[src/rtl/gate_chk_settle_timer.sv]
// gate_chk_settle_timer: loadable down-counter with a zero flag; counts down only
// while dec_i is high and parks at zero.
module gate_chk_settle_timer #(
  parameter int W = 2
) (
  input  logic         clk,
  input  logic         rst,
  input  logic         load_i,
  input  logic [W-1:0] load_val_i,
  input  logic         dec_i,
  output logic         zero_o
);

  logic [W-1:0] cnt_q, cnt_d;

  always_comb begin
    cnt_d = cnt_q;
    if (load_i) begin
      cnt_d = load_val_i;
    end else if (dec_i && (cnt_q != '0)) begin
      cnt_d = cnt_q - W'(1);
    end
  end

  always_ff @(posedge clk) begin
    if (rst) begin
      cnt_q <= '0;
    end else begin
      cnt_q <= cnt_d;
    end
  end

  assign zero_o = (cnt_q == '0);

endmodule

[config.mk]
export PLATFORM = sky130hd
export DESIGN_NAME = gate_chk_settle_timer
export DESIGN_NICKNAME = d
export VERILOG_FILES = /design/src/rtl/gate_chk_settle_timer.sv
export SDC_FILE = /design/constraint.sdc
export NUM_CORES = 1
export LEC_CHECK = 0
export ABC_AREA = 1
export BUFFER_PORTS_ARGS = -buffer_cell sky130_fd_sc_hd__buf_4
export CORE_AREA = 2 2 39 41
export DETAILED_ROUTE_END_ITERATION = 6
export DIE_AREA = 0 0 41 43
export GPL_TIMING_DRIVEN = 0
export SETUP_SLACK_MARGIN = 0.15
export SLEW_MARGIN = 20
export SYNTH_ARGS = -nofsm -noshare
export SYNTH_HDL_FRONTEND = slang
export SYNTH_SLANG_ARGS = --single-unit
[constraint.sdc]
create_clock -name clk -period 1.95 [get_ports clk]
set_input_delay 0.2925 -clock clk [delete_from_list [all_inputs] [get_ports clk]]
set_output_delay 0.2925 -clock clk [all_outputs]
set_load 0.02 [all_outputs]
== Yosys cells after proc, flatten, opt, wreduce, memory -nomap -nowiden ==
Index checks and enable logic that the tools add are counted.
Storage, ports and cells
  register bits: 2
  input port bits: 6
  output and inout bits: 1
  word-level logic and storage cells: 8
Operators by class
  add/sub/neg operators: 1
  mux-type cells: 2
  reductions and logical operators: 4
Operators by type and width (number)
  $mux 2: 2
  $reduce_bool 2->1: 2
  $logic_not 2->1: 1
  $sub 2x1->2 const B: 1
  $logic_and 1x1->1: 1

== Depth between registers and ports, before layout ==
Gate-level depths: netlist (run 1).
  depth after elaboration: 4
  mapped depth: 8
  depth with buffers taken out: 8

== Worst setup path after synthesis (run 1) ==
OpenSTA, ideal clock, no wires.
  path type: register -> register
  from: reg cnt_q[0]
  to: reg cnt_q[1]
  setup time: 111 ps
  arrival: 990 ps
  required time: 1839 ps
  slack: 849 ps
  stages on the path, launching flop included: 9
  path buffers: 0
  period minus slack after synthesis: 1101 ps
  cells stage by stage: dfxtp_1 -> inv_1 -> ha_1 -> inv_1 -> nand2_1 -> nand2_1 -> inv_1 -> nor2_1 -> nor2_1
Between the ends
  word-level cells in the longest chain between the ends: 3
  elaborated cells between the ends (all ways): 6
  classes of those cells: add/sub: 1; mux: 2; reduce/logical: 3
RTL lines
  from (decl): line 14  | logic [W-1:0] cnt_q, cnt_d;
  from (signal assigned): line 29  | cnt_q <= cnt_d;
  $sub 2x1->2 / $reduce_bool 2->1 (equally long branches): line 21, 20
  $mux 2 / $logic_and 1x1->1 (equally long branches): line 20  | end else if (dec_i && (cnt_q != '0)) begin
  $mux 2 / $reduce_bool 2->1 (equally long branches)
Several ways; a longest one is shown, not always the timed one. The select of a mux whose other input is x is not followed.
A chain may end at the register's enable or synchronous reset.

== Final worst setup path (run 1) ==
  from: reg cnt_q[0]
  to: out zero_o
Between the ends
  word-level cells in the longest chain between the ends: 1
RTL lines
  $logic_not 2->1: line 33  | assign zero_o = (cnt_q == '0);
  to (decl): line 11  | output logic zero_o
No other way between the ends.

==> results by stage, run 1 <==
STA:
- Measured against its own limit, the worst slew margin works out to 0.911.
- The count of pins over their slew limit came to 0.
- The summed negative setup slack over all endpoints is 0 ns.
- The number of failing hold endpoints at the final stage is 0.
- Of the available clock period, the critical path in the final layout requires 0.649.
- Based on the critical path, the design can be clocked at up to 790 MHz.
- On the final layout, the worst hold slack is 0.332 ns.
- Setup repair after global routing left no endpoint under its margin.
- At the pin with the least slew margin, the transition time is 0.133 ns.
- Setup violations remaining at the end of the flow were counted as 0.
- The final critical delay including setup and external delays is 1.27 ns.
- The clock skew after layout is 0.00245 ns.

Clock network:
- After clock tree synthesis, the setup repair step added 0 buffers.
- The worst-case clock buffer depth is 2.
- The source-to-sink clock delay at the later pin of the worst-skew pair is 0.22 ns.
- The number of levels the H-tree was split into is 1.
- The number of buffers inserted for hold repair after clock tree synthesis is 0.
- The clock root buffer is sky130_fd_sc_hd__clkbuf_4.
- The post-CTS resize count is 0.
- The total number of clock tree sinks is 2.
- The clock transition at the registers of the reported paths is 0.03 ns.
- In this run, CTS created clock tree buffers numbering 3.
- TritonCTS built the clock tree.

Outcome:
- The flow ran to the end, and the final reports show no timing, DRC or antenna violations.

Cells and area:
- In the layout the commonest cells are 9 x sky130_fd_sc_hd__nand2_1, 6 x sky130_fd_sc_hd__inv_1, 6 x sky130_fd_sc_hd__buf_4.
- 0 antenna diodes ended up in the layout.
- Compared with the post-synthesis result, the final layout area differs by 62.5%.
- The largest registers in the layout are cnt_q (2).
- The filler-free cell count of the finished design is 50.
- In the final layout, the share of cells above drive strength 1 is 0.324.
- The register with the most flip-flops in the layout has 2 of them.
- Counting flops per register, the top entry is cnt_q.
- In the final design database the tool counted 43 nets.
- Fill cells in the final layout number 164.
- The multi-input combinational cells in the finished layout cover a total of 73.8 um2.
- Across the whole layout, storage elements account for 40.0 um2.
- The leading cell type in the layout, fill and taps excluded is sky130_fd_sc_hd__nand2_1.

Setup path:
- The largest fanout on the critical path is 3.
- The critical path capture point type is a primary output.
- The worst path arrival time is 0.97 ns.
- For the worst setup path, the data required time is between 1.5 and 2 ns.
- The startpoint kind of the worst setup timing path is a flip-flop.
- The total buffers and inverters traversed by the critical path is 2.
- The worst-path cell with the longest stage delay is sky130_fd_sc_hd__dfxtp_1.
- The family with the most delay on the worst path is flip-flops.
- The delay of the slowest cell on the worst path is 0.34 ns.
- The critical path class is flip-flop to primary output.
- The signal on the critical path passes through inv_1 -> ha_1 -> buf_4.

Global routing:
- The overall global routing resource usage is 0.0420.
- For this run the aggregate overflow at the end of global routing stands at 0.
- The pin count of the biggest net entering global routing is 5.
- The via count of the first global-routing pass is approximately 160.
- met2 is the most crowded layer.
- In the global route stage, met2 resource usage came out at 0.0656.
- In the global route stage, met3 resource usage came out at 0.0157.
- The first global-routing pass estimated 462 um of wire.
- In the global route stage, met1 resource usage came out at 0.0287.
- The number of antenna violations at the first check in global routing came to 0.

Die:
- The standard cell core area is ~1400 um2.
- The starting density of the core is 0.101.
- The floorplan row count is 14.
- The die covers 1760 um2.
- The top-level port count is 7.
- The die outline height is ~43 um.
- The chip width is a little over 40 um.

Detailed routing:
- For this block, the routed nets add up to 261 um of wire.
- The count of TritonRoute iterations in the first routing pass is 2.
- For this run, design rule violations remaining after detail routing come to 0.
- The post-detailed-route count of antenna-violating nets is 0.
- Detailed routing inserted a total of around 160 vias.
- After detailed routing, the number of vias per cell comes to 3.10.
- In this run, the number of DRC markers left after iteration 0 of detailed routing was 1.
- The average wire per standard cell is around 5.2 um.

Run:
- Max-cap violations in this run came to 0.

Yosys:
- The distinct cell type count after synthesis is 9.
- The number of warnings reported in the yosys synthesis log is 0.
- The per-instance average area after synthesis is between 5 and 6 um2.
- The share of the Yosys chip area taken by registers is 0.286.
- After technology mapping, the gate count stands at 25.
- The cell area after synthesis is about 140 um2.
- The register bit total from synthesis is 2.
- The number of nets in the synthesized netlist is 32.

Place:
- Counting tap cells, the placed design contains a total of 47 instances.
- The HPWL reported at the end of detailed placement is between 200 and 250 um.
- Input and output buffers added on the ports amount to 6.
- The weighted congestion reported at the end of routability-driven placement is 0.659.

Pwr:
- The power consumption is between 150 and 200 uW.
- In this run the power density over the cells is around 790 nW/um2.
- The cell leakage power is 0.135 nW.
- The maximum VDD drop is 78.4 uV.

Hold path:
- The class of the worst hold path is input pin to flip-flop.
-- power by group --
part	switching [mW]	internal, mW	leakage (nW)
registers	0.00226	0.0458	0.0167
clock network	0.0215	0.0677	0.0138
logic	0.0220	0.0206	0.105
-- cells by family (layout without fill, tap and decap cells) --
logic type      after synthesis  count (layout)  share of synthesized area
simple gates                 14              14                      0.402
buf+inv                       7              16                      0.187
flops                         2               2                      0.286
fa+ha+maj                     1               1                     0.0893
compound gates                1               1                     0.0357
-- worst reg2reg max path: cells and delay by family (launching register included) --
family / cells / cell delay (ns)
simple gates: 4 / 0.26
buf+inv: 3 / 0.14
flops: 1 / 0.34
fa+ha+maj: 1 / 0.20
-- through the flow --
step / setup WS (ns) / utilization / instance area (um2)
detailed placement: 0.873 / 0.148 / 205
finish: 0.685 / 0.165 / 228
global route: 0.607 / 0.165 / 228
global placement: 0.883 / 0.148 / 205
CTS: 0.665 / 0.165 / 228
floorplan: 0.849 / - / 140
-- worst paths after layout --
| check | cells past startpoint | endpoint | start | slack, ns |
|---|---|---|---|---|
| min | 4 | cnt_q[1] | rst | 0.33 |
| max reg2reg | 8 | cnt_q[1] | cnt_q[0] | 0.88 |
| min reg2reg | 2 | cnt_q[0] | cnt_q[0] | 0.53 |
| max | 3 | zero_o | cnt_q[0] | 0.68 |
-- metal layers --
| metal | vias to the layer above | wire length, um |
|---|---|---|
| met5 | - | 0 |
| met4 | 0 | 0 |
| met3 | 0 | 9 |
| met2 | 2 | 160 |
| met1 | 63 | 90 |
| li1 | 90 | - |
-- cells in the mapped netlist --
master / instances / share of area
sky130_fd_sc_hd__nand2_1: 9 / 0.24
sky130_fd_sc_hd__inv_1: 6 / 0.16
sky130_fd_sc_hd__nor2_1: 3 / 0.080
sky130_fd_sc_hd__dfxtp_1: 2 / 0.29
sky130_fd_sc_hd__ha_1: 1 / 0.089
sky130_fd_sc_hd__inv_2: 1 / 0.027
sky130_fd_sc_hd__nand3_1: 1 / 0.036
sky130_fd_sc_hd__nor2_2: 1 / 0.045
sky130_fd_sc_hd__o21ai_0: 1 / 0.036
-- final cells by class --
| cell class | count | area share |
|---|---|---|
| Sequential cell | 2 | 0.176 |
| Timing Repair Buffer | 6 | 0.198 |
| Tap cell | 16 | 0.0879 |
| Inverter | 7 | 0.115 |
| Multi-Input combinational cell | 16 | 0.324 |
| Clock buffer | 3 | 0.0989 |
(Power assumes the default switching activity.)
==> run 2, diff against run 1 <==
ABC_AREA = 0   (was 1)
clock period = 1 ns   (was 1.95 ns; I/O delays follow)
==> results by stage, run 2 <==
Outcome:
- Status: complete, but fails checks (was finished, final reports clean).
- The final reports fail on negative setup slack.

STA:
- The final count of negative-setup-slack endpoints is 2 (was 0).
- Unrepaired setup endpoints after global routing: true (was false).
- The transition time at the pin with the least slew margin is 0.164 ns (was 0.133 ns).
- The count of pins over their slew limit is 0 (unchanged).
- The minimum hold slack was 0.0807 ns (was 0.332 ns).
- The final critical delay including setup and external delays is just over 1 ns.
- The maximum clock rate is 963 MHz.
- The number of failing hold endpoints at the final stage is 0 (unchanged).
- The share of the cycle needed by the critical path after routing is 1.04.
- The post-layout worst setup margin came to -0.0384 ns (was 0.685 ns).
- The clock skew after layout is 0.00278 ns (was 0.00245 ns).
- The worst slew slack as a fraction of its limit is 0.890 (was 0.911).

Detailed routing:
- The vias after detailed routing is 127 (was 155).
- The final routed DRC violation total is 0 (unchanged).
- The starting DRC count in detailed routing came to 5 (was 1).
- The average wire per standard cell was 6.80 um (was 5.22 um).
- The post-detailed-route count of antenna-violating nets came to 0 (unchanged).
- The count of TritonRoute iterations in the first routing pass is 2 (unchanged).
- The sum of routed wire length over all layers is 279 um (was 261 um).
- The via-per-instance ratio is 3.10 (about the same).

Pwr:
- The switching portion of total power is 0.247 (was 0.254).
- The internal power of the cells is 286 uW (was 134 uW).
- The maximum VDD drop is 468 uV (was 78.4 uV).
- The power consumption was 380 uW (was 180 uW).
- The cell leakage power is 0.111 nW (was 0.135 nW).
- The combinational group share of total power is 0.285 (was 0.236).
- The relative contribution of sequential cells to total power is 0.245 (was 0.267).
- The clock share of power is 0.470 (was 0.496).
- The switching power came to 93.8 uW (was 45.8 uW).
- The power per unit of standard cell area is 1490 nW/um2 (was 790 nW/um2).

Cells and area:
- The leading cell type in the layout, fill and taps excluded is sky130_fd_sc_hd__buf_4 (was sky130_fd_sc_hd__nand2_1).
- The end-of-flow core utilization was 0.184 (was 0.165).
- The register with the most flip-flops is cnt_q (unchanged).
- The number of nets in the layout was 34 (was 43).
- The area growth from synthesis to layout was 102% (was 62.5%).
- The fraction of layout cells with a size suffix above 1 is 0.760 (was 0.324).
- The filler-free cell count of the finished design is 41 (was 50).
- Largest registers: cnt_q (2) (unchanged).
- Most frequent cells in the layout: 7 x sky130_fd_sc_hd__buf_4, 3 x sky130_fd_sc_hd__clkbuf_4, 2 x sky130_fd_sc_hd__inv_2, 2 x sky130_fd_sc_hd__dfxtp_2 (was 9 x sky130_fd_sc_hd__nand2_1, 6 x sky130_fd_sc_hd__inv_1, 6 x sky130_fd_sc_hd__buf_4).
- The number of fillers in the final layout was 160 (was 164).
- The number of antenna cells inserted was 0 (unchanged).
- The number of flip-flops in the largest register is 2 (unchanged).
- The post-route cell area was 255 um2 (was 228 um2).

Hold path:
- The class of the worst hold path is input pin to flip-flop (unchanged).
- The worst hold path cell count is 2 (was 4).
- The startpoint of the lowest-slack hold path was rst (unchanged).

Global routing:
- The via count of the first global-routing pass is 130 (was 159).
- The met3 track demand over resource in global routing was 0.0471 (was 0.0157).
- The overall global routing resource usage came to 0.0521 (was 0.0420).
- The fraction of met2 tracks used by global routing is 0.0500 (was 0.0656).
- The layer carrying the most global-route usage is met4 (was met2).
- The wire length of the first global-routing pass was 538 um (was 462 um).
- The number of antenna violations at the first check in global routing came to 0 (unchanged).
- The global routing met1 resource utilization is 0.0573 (was 0.0287).
- The global-route congestion overflow total was 0 (unchanged).
- The pin count of the biggest net entering global routing was 4 (was 5).

Yosys:
- Commonest cells post-synth: 3 x sky130_fd_sc_hd__inv_1, 2 x sky130_fd_sc_hd__dfxtp_1 (was 9 x sky130_fd_sc_hd__nand2_1, 6 x sky130_fd_sc_hd__inv_1, 3 x sky130_fd_sc_hd__nor2_1).
- The share of Yosys cell area claimed by the top area cell type is 0.317 (was 0.286).
- The cell area after synthesis was 126 um2 (was 140 um2).
- The per-instance average area after synthesis is 9.03 um2 (was 5.61 um2).
- The post-synthesis async set-or-reset flop share is 0 (unchanged).
- The number of warnings reported in the yosys synthesis log is 0 (unchanged).
- The post-synthesis cell count was 14 (was 25).
- The cell taking the most area after synthesis is sky130_fd_sc_hd__dfxtp_1 (unchanged).
- The portion of the post-synthesis area used by sequential elements is 0.317 (was 0.286).
- The number of enable flip-flop cells after synthesis is 0 (unchanged).
- Ranking of synthesized cells by area: sky130_fd_sc_hd__dfxtp_1 32%, sky130_fd_sc_hd__nor2b_4 11%, sky130_fd_sc_hd__a211oi_2 9.9% (was sky130_fd_sc_hd__dfxtp_1 29%, sky130_fd_sc_hd__nand2_1 24%, sky130_fd_sc_hd__inv_1 16%).
- The leading register cell type out of synthesis is sky130_fd_sc_hd__dfxtp_1 (unchanged).
- The number of nets in the synthesized netlist is 21 (was 32).
- The dominant cell by count in the synthesized netlist is sky130_fd_sc_hd__inv_1 (was sky130_fd_sc_hd__nand2_1).
- The distinct cell type count after synthesis is 11 (was 9).
- The register bit total from synthesis came to 2 (unchanged).

Die:
- The die outline height is 43 um (unchanged).
- The full die area came to 1760 um2 (unchanged).
- The starting density of the core is 0.0913 (was 0.101).
- The top-level port count is 7 (unchanged).
- The chip width came to 41 um (unchanged).
- The standard cell core area came to 1380 um2 (unchanged).
- The floorplan row count is 14 (unchanged).

Clock network:
- The clock root buffer is sky130_fd_sc_hd__clkbuf_4 (unchanged).
- The source-to-sink clock delay at the later pin of the worst-skew pair came to 0.22 ns (about the same).
- The TritonCTS clock tree is done (unchanged).
- The TritonCTS buffer count is 3 (unchanged).
- The total number of clock tree sinks came to 2 (unchanged).
- The worst-case clock buffer depth came to 2 (unchanged).
- The clock transition at the registers of the reported paths is 0.03 ns (about the same).
- The number of levels the H-tree was split into was 1 (unchanged).

Place:
- The post-placement cell area is 206 um2 (was 205 um2).
- The weighted congestion reported at the end of routability-driven placement is 0.555 (was 0.659).
- The number of buffer cells added on primary ports is 6 (unchanged).
- The number of instances in the placed design was 36 (was 47).

Setup path:
- The origin of the critical flop-to-flop path is cnt_q[0] (unchanged).
- The worst path arrival time is 0.89 ns (was 0.97 ns).
- The launch point of the worst path is cnt_q[0] (unchanged).
- The critical path class is flip-flop to primary output (unchanged).
- The largest fanout on the critical path came to 3 (unchanged).
- The required time reported for the critical path endpoint came to 0.85 ns (was 1.66 ns).
- The startpoint kind of the worst setup timing path is a flip-flop (unchanged).
- The endpoint of the lowest-slack register-to-register path is cnt_q[0] (was cnt_q[1]).
- The logic depth of the worst register-to-register path is 5 (was 8).
- The capture point of the critical path is zero_o (unchanged).
- The critical path capture point type is a primary output (unchanged).
- The setup slack on the worst flop-to-flop path is -0.01 ns (was 0.88 ns).

Run:
- The count of maximum capacitance violations is 0 (unchanged).
## run 2: cell count changes after synthesis, sizes merged
cell	before	now
nor2	4	1
o211ai	0	1
xnor2	0	1
nand2	9	1
a211oi	0	1
nand3b	0	1
o21ai	1	0
a21oi	0	1
inv	7	3
nand3	1	0
nor2b	0	1
## run 2: worst min path at each step
stage	slack (ns)	endpoint
floorplan	0.21	cnt_q[0]
global placement	0.31	cnt_q[0]
detailed placement	0.31	cnt_q[0]
CTS	0.07	cnt_q[0]
global route	0.08	cnt_q[1]
finish	0.08	cnt_q[0]
## run 2: cells by family (layout without fill, tap and decap cells)
group,after synthesis,in the layout,share of synthesized area
and+or+nand+nor,4,4,0.228
buffers and inverters,3,14,0.0891
AOI/OAI and AO/OA,3,3,0.198
adders and majority gates,1,1,0.0990
DFF,2,2,0.317
xor gates and xnor gates,1,1,0.0693
## run 2: timing repair
item                       CTS  global route
pin swaps                    4             2
gates resized for setup      2             0
hold buffers                 0             0
setup buffers                1             1
setup endpoints to repair    3             3
## run 2: area by class of cell
type,count,area [um2],share of cell area
tap,16,20.0,0.0784
multi-input combinational,9,95.1,0.373
inverter,3,11.3,0.0441
clock buffer,3,22.5,0.0882
timing repair buffer,8,63.8,0.250
sequential,2,42.5,0.167
## run 2: metrics by stage
step / setup slack, ns / TNS, ns
5_1_grt: -0.0698 / -0.174
3_5_place_dp: -0.00751 / -0.00751
3_3_place_gp: -0.00548 / -0.00548
4_1_cts: -0.0402 / -0.0405
6_report: -0.0384 / -0.0477
2_1_floorplan: 0.00261 / 0
## run 2: worst max-delay path, cell delays in order, from the launching register on
cell and delay (ns):
sky130_fd_sc_hd__dfxtp_2 0.33, sky130_fd_sc_hd__inv_2 0.05, sky130_fd_sc_hd__ha_4 0.17, sky130_fd_sc_hd__buf_6 0.13
## run 2: power by group through the flow
stage          logic [mW]  clock network (mW)  registers, mW
2_1_floorplan      0.0583                   0         0.0938
3_3_place_gp       0.0846                   0         0.0945
3_5_place_dp       0.0863                   0         0.0944
4_1_cts             0.104               0.193         0.0927
5_1_grt             0.121               0.202         0.0939
6_report            0.108               0.178         0.0932
## run 2: metal layers
layer	wire length, um	part of all wire	vias to the layer above
met5	0	0	-
met2	99	0.35	7
met4	0	0	0
met3	39	0.14	0
met1	140	0.50	51
li1	-	-	69
